`config.mk`:
```
export PLATFORM = sky130hd
export DESIGN_NAME = regfile_wb_arbiter
export DESIGN_NICKNAME = d
export VERILOG_FILES = /design/src/rtl/regfile_pkg.sv /design/src/rtl/regfile_wb_arbiter.sv
export SDC_FILE = /design/constraint.sdc
export NUM_CORES = 1
export LEC_CHECK = 0
export BUFFER_PORTS_ARGS = -buffer_cell sky130_fd_sc_hd__buf_2
export CORE_AREA = 10 10 87 89
export CTS_BUF_LIST = sky130_fd_sc_hd__clkbuf_8
export DETAILED_ROUTE_END_ITERATION = 8
export DIE_AREA = 0 0 97 99
export PLACE_DENSITY = 0.83
export SYNTH_ARGS = -nofsm -noshare
export SYNTH_HDL_FRONTEND = slang
export SYNTH_SLANG_ARGS = --single-unit
```
`constraint.sdc`:
```
create_clock -name clk -period 1.6 [get_ports clk]
set_clock_uncertainty 0.05 [all_clocks]
set_input_delay 0.16 -clock clk [delete_from_list [all_inputs] [get_ports clk]]
set_output_delay 0.16 -clock clk [all_outputs]
set_load 0.05 [all_outputs]
```
`src/rtl/regfile_pkg.sv`:
```
// Shared register-file constants and write-back types, imported by the
// write-back arbiter and the register file itself.
package regfile_pkg;

    localparam int REGISTER_FILE_SIZE = 32;
    localparam int REG_ID_W           = 6;
    localparam int DATA_W             = 32;

    typedef enum logic {
        WB_INIT,
        WB_RUN
    } wb_state_t;

    typedef struct packed {
        logic                valid;
        logic [REG_ID_W-1:0] id;
        logic [DATA_W-1:0]   data;
    } wb_req_t;

endpackage

```
`src/rtl/regfile_wb_arbiter.sv`:
```
// Drives the register file's single write port: zero-fills r1..r31 after reset,
// then arbitrates ALU and load write-backs with an anti-starvation override for the ALU.
module regfile_wb_arbiter
    import regfile_pkg::*;
#(
    parameter int REGISTER_FILE_SIZE = regfile_pkg::REGISTER_FILE_SIZE,
    parameter int STARVE_LIMIT       = 4
) (
    input  logic                clk,
    input  logic                reset_n,
    input  logic                alu_valid,
    output logic                alu_ready,
    input  logic [REG_ID_W-1:0] alu_id,
    input  logic [DATA_W-1:0]   alu_data,
    input  logic                mem_valid,
    output logic                mem_ready,
    input  logic [REG_ID_W-1:0] mem_id,
    input  logic [DATA_W-1:0]   mem_data,
    output logic                rf_write_en,
    output logic [REG_ID_W-1:0] rf_write_id,
    output logic [DATA_W-1:0]   rf_write_data,
    output logic                init_done
);

    localparam int CNT_W = $clog2(STARVE_LIMIT + 1);

    wb_state_t           state, next_state;
    logic [REG_ID_W-1:0] init_idx, next_idx;
    logic [CNT_W-1:0]    starve_cnt, next_cnt;
    logic                next_en, next_done;
    logic [REG_ID_W-1:0] next_id;
    logic [DATA_W-1:0]   next_data;

    wb_req_t alu_req, mem_req, sel;
    logic    starve_hit, alu_xfer, mem_xfer, id_legal;

    assign alu_req = '{valid: alu_valid, id: alu_id, data: alu_data};
    assign mem_req = '{valid: mem_valid, id: mem_id, data: mem_data};

    assign starve_hit = starve_cnt >= CNT_W'(STARVE_LIMIT);
    assign alu_xfer   = alu_req.valid && alu_ready;
    assign mem_xfer   = mem_req.valid && mem_ready;

    // The ready equations make the two transfers mutually exclusive.
    always_comb begin
        sel       = alu_xfer ? alu_req : mem_req;
        sel.valid = alu_xfer || mem_xfer;
    end

    // Id 0 is hardwired zero and out-of-range ids have no backing storage.
    assign id_legal = (sel.id != '0) &&
                      ({{(32-REG_ID_W){1'b0}}, sel.id} < 32'(REGISTER_FILE_SIZE));

    always_comb begin
        next_state = state;
        next_idx   = init_idx;
        next_cnt   = starve_cnt;
        next_en    = 1'b0;
        next_id    = rf_write_id;
        next_data  = rf_write_data;
        next_done  = init_done;
        alu_ready  = 1'b0;
        mem_ready  = 1'b0;
        case (state)
            WB_INIT: begin
                next_en   = 1'b1;
                next_id   = init_idx;
                next_data = '0;
                next_idx  = init_idx + 1'b1;
                if (init_idx == REG_ID_W'(REGISTER_FILE_SIZE - 1)) begin
                    next_done  = 1'b1;
                    next_state = WB_RUN;
                end
            end
            WB_RUN: begin
                mem_ready = !(alu_valid && starve_hit);
                alu_ready = !mem_valid || starve_hit;
                if (sel.valid) begin
                    next_en   = id_legal;
                    next_id   = sel.id;
                    next_data = sel.data;
                end
                if (alu_xfer || !alu_valid)
                    next_cnt = '0;
                else if (mem_xfer && !starve_hit)
                    next_cnt = starve_cnt + 1'b1;
            end
            default: next_state = WB_INIT;
        endcase
    end

    always_ff @(posedge clk or negedge reset_n) begin
        if (!reset_n) begin
            state         <= WB_INIT;
            init_idx      <= REG_ID_W'(1);
            starve_cnt    <= '0;
            rf_write_en   <= 1'b0;
            rf_write_id   <= '0;
            rf_write_data <= '0;
            init_done     <= 1'b0;
        end else begin
            state         <= next_state;
            init_idx      <= next_idx;
            starve_cnt    <= next_cnt;
            rf_write_en   <= next_en;
            rf_write_id   <= next_id;
            rf_write_data <= next_data;
            init_done     <= next_done;
        end
    end

endmodule

```
==> flow_summary.json <==
{
  "status": "finished, final reports clean",
  "area_delta_synth_final_pct": 37.8,
  "synth.avg_cell_area_um2": 10.5,
  "pin_count": 122,
  "synth_nets": 310,
  "yosys-top-cells-area": "dfrtp_1 (51%), mux2i_1 (16%), nand2_1 (5.5%)",
  "start_util_pct": 40.8,
  "synth-edff-count": 0,
  "whs_path_depth": 3,
  "rows": 28,
  "synth_top_cell_area_share_pct": 51.4,
  "drc_errors": 0,
  "vias": 2148,
  "crit_cells": 3,
  "synthFlopType": "dfrtp_1",
  "grt_pass1_wl_mm": 11.8,
  "p_comb_share_pct": 29.0,
  "grt.total_usage_pct": 14.7,
  "intPower_mw": 1.94,
  "final_max_slew_viol_count": 0,
  "swShare_pct": 35.5,
  "peakVddDrop_mv": 0.555,
  "finalCriticalPeriod_ns": 1.53,
  "cpPeakStageDelay_ns": 0.42,
  "endpoint_kind": "flop",
  "clock_latency_ns": 0.30,
  "cts_root_buf": "clkbuf_8",
  "pwr-share-seq_pct": 47.2,
  "io_buffers": 121,
  "critPathKind": "reg2reg",
  "clkTransAtPathRegs_ns": 0.09,
  "timing.final.ws_setup_ns": 0.0663,
  "tritoncts_num_sinks": 50,
  "wl_per_cell_um": 16.4,
  "fmax_mhz": 652,
  "p_sw_mw": 1.07,
  "p_leak_nw": 1.57,
  "synthDistinctLibCells": 34,
  "cts_tree": "done",
  "rsz0062_at_grt": "yes",
  "grt_start_max_net_pins": 25,
  "synth_cells": 228,
  "rr_startpoint": "state",
  "ys_ff_latch": 50,
  "max-slew-margin-rel_pct": 68.7,
  "holdPathEnd": "rf_write_data[0]",
  "htreeDepth": 2,
  "cp-start-kind": "flop",
  "antenna_found_initial": 0,
  "r2r_end": "rf_write_en",
  "final_nets": 441,
  "vias_per_cell": 4.94,
  "async_flop_share_pct": 100,
  "ant_nets": 0,
  "cts_buffer_depth": 2,
  "diodes": 0,
  "drive_gt1_share_pct": 42.8,
  "hp-class": "in2reg",
  "grt_pass1_vias": 2342,
  "grt_overflow": 0,
  "cellPowerDensity_mw_per_mm2": 914,
  "synth_area_leader_cell": "dfrtp_1",
  "yosysWarnings": 0,
  "hold_viol_final": 0,
  "reg2regPathDepth": 3,
  "dieArea_mm2": 0.00960,
  "drtPass1Iterations": 4,
  "path_delay_family": "simple AND/OR/NAND/NOR gates",
  "post-place-ws_ns": 0.0657,
  "fin_crit_sh_pct": 95.9,
  "routed_wl_mm": 7.13,
  "gp_congestion": 0.814,
  "coreArea_mm2": 0.00585,
  "post-dp-hpwl_mm": 5.84,
  "setup_viol_count_final": 0,
  "fillCellCount": 534,
  "crit_arrival_ns": 1.68,
  "finalSetupTns_ns": 0,
  "power_frac_clock_pct": 23.9,
  "hp-start": "mem_data[0]",
  "required_ns": 1.75,
  "crit_chain": "or4b_1 -> or4_1 -> and3_4",
  "synthesis.area_mm2": 0.00239,
  "synth-seq-area-share_pct": 52.5,
  "drtIter0Drc": 66,
  "cp_slowest_cell": "or4b_1",
  "max-cap-violations": 0,
  "worst-slew-pin-transition_ns": 0.470,
  "die_h_um": 99,
  "register_area_mm2": 0.00125,
  "crit_fanout": 4,
  "die_x_um": 97,
  "reg2reg_setup_slack_ns": 0.07,
  "final_common_cell": "buf_2",
  "multi_input_area_mm2": 0.00104,
  "most-common-layout-cells": "buf_2 (121), dfrtp_1 (49), mux2i_1 (37)",
  "cp_num_buf_inv": 0,
  "numCtsBuffers": 5
}
[routing by layer]
layer	vias to the layer above	share of wire (%)	track usage [%]
li1	1050	-	-
met1	1009	42	17.5
met2	80	51	25.5
met3	9	6.2	4.33
met4	0	1.0	3.06
met5	-	0	0
[power groups by stage]
stage	clock [mW]	combinational, mW	sequential (mW)
after floorplan	0	0.192	1.80
after global placement	0	0.859	1.44
after detailed placement	0	0.876	1.44
after CTS	0.747	0.879	1.42
after global routing	0.807	0.934	1.43
final	0.716	0.871	1.42
[registers in the layout, indices dropped and copies added (netlist names)]
name / count
rf_write_data: 32
state: 1
rf_write_id: 6
init_idx: 6
rf_write_en: 1
starve_cnt: 3
init_done: 1
[cell usage after synthesis (2+ instances only)]
master    count
o21ai_0      25
nand2_1      35
o221ai_1      4
and3_1        2
xnor2_1       5
nand3_1       6
dfrtp_1      49
ha_1          2
buf_6         2
and2_1        3
inv_1         7
nor2b_1       4
clkbuf_1      8
nand2b_1      2
o22ai_1       2
or4_1         2
buf_2         5
a21oi_1       2
o21ai_1      11
mux2i_1      38
[worst reg2reg max path, delay by kind of cell, from the launching register on]
family	cells	cell delay, ns
AND/OR/NAND/NOR	3	1.00
flip-flops	1	0.39
[stage by stage]
step | utilization, % | instance area [um2] | std cells | hold slack [ns] | power [mW]
after floorplan | - | 2390 | 228 | -0.186 | 2.00
after global placement | 54.2 | 3170 | 426 | 0.0955 | 2.30
after detailed placement | 54.2 | 3170 | 426 | 0.0941 | 2.32
after CTS | 55.9 | 3270 | 435 | 0.0743 | 3.04
after global routing | 56.2 | 3290 | 435 | 0.0873 | 3.17
final | 56.2 | 3290 | 435 | 0.0807 | 3.00
[kinds of logic (layout without fill, tap and decap cells)]
group / count (synthesis) / in the layout / synth area share, %
and+or+nand+nor: 62 / 62 / 12.6
DFF: 50 / 50 / 52.5
AOI/OAI and AO/OA: 47 / 47 / 10.9
muxes: 39 / 39 / 16.4
buffers and inverters: 23 / 155 / 4.67
xor gates and xnor gates: 5 / 5 / 1.84
adders and majority gates: 2 / 2 / 1.05
[how the worst max path moves through the flow]
stage | startpoint | end | slack (ns)
after floorplan | starve_cnt[2] | rf_write_en | 0.02
after global placement | starve_cnt[2] | rf_write_en | 0.09
after detailed placement | starve_cnt[2] | rf_write_en | 0.07
after CTS | starve_cnt[2] | rf_write_data[24] | 0.05
after global routing | state | rf_write_en | -0.01
final | state | rf_write_en | 0.07
[layout make-up]
| type | instances | share of cell area (%) |
|---|---|---|
| Clock buffer | 5 | 2.09 |
| Timing Repair Buffer | 140 | 23.7 |
| Tap cell | 75 | 2.85 |
| Clock inverter | 3 | 0.647 |
| Multi-Input combinational cell | 155 | 31.8 |
| Sequential cell | 50 | 38.1 |
| Inverter | 7 | 0.799 |
[repair_timing]
action                                  4_1_cts  5_1_grt
hold buffers                                  1        0
buffers inserted                              0        0
endpoints found under the hold margin        17        0
resized for setup                             0        5
endpoints found under the setup margin        0        8
Power figures use the tool's default switching activity.
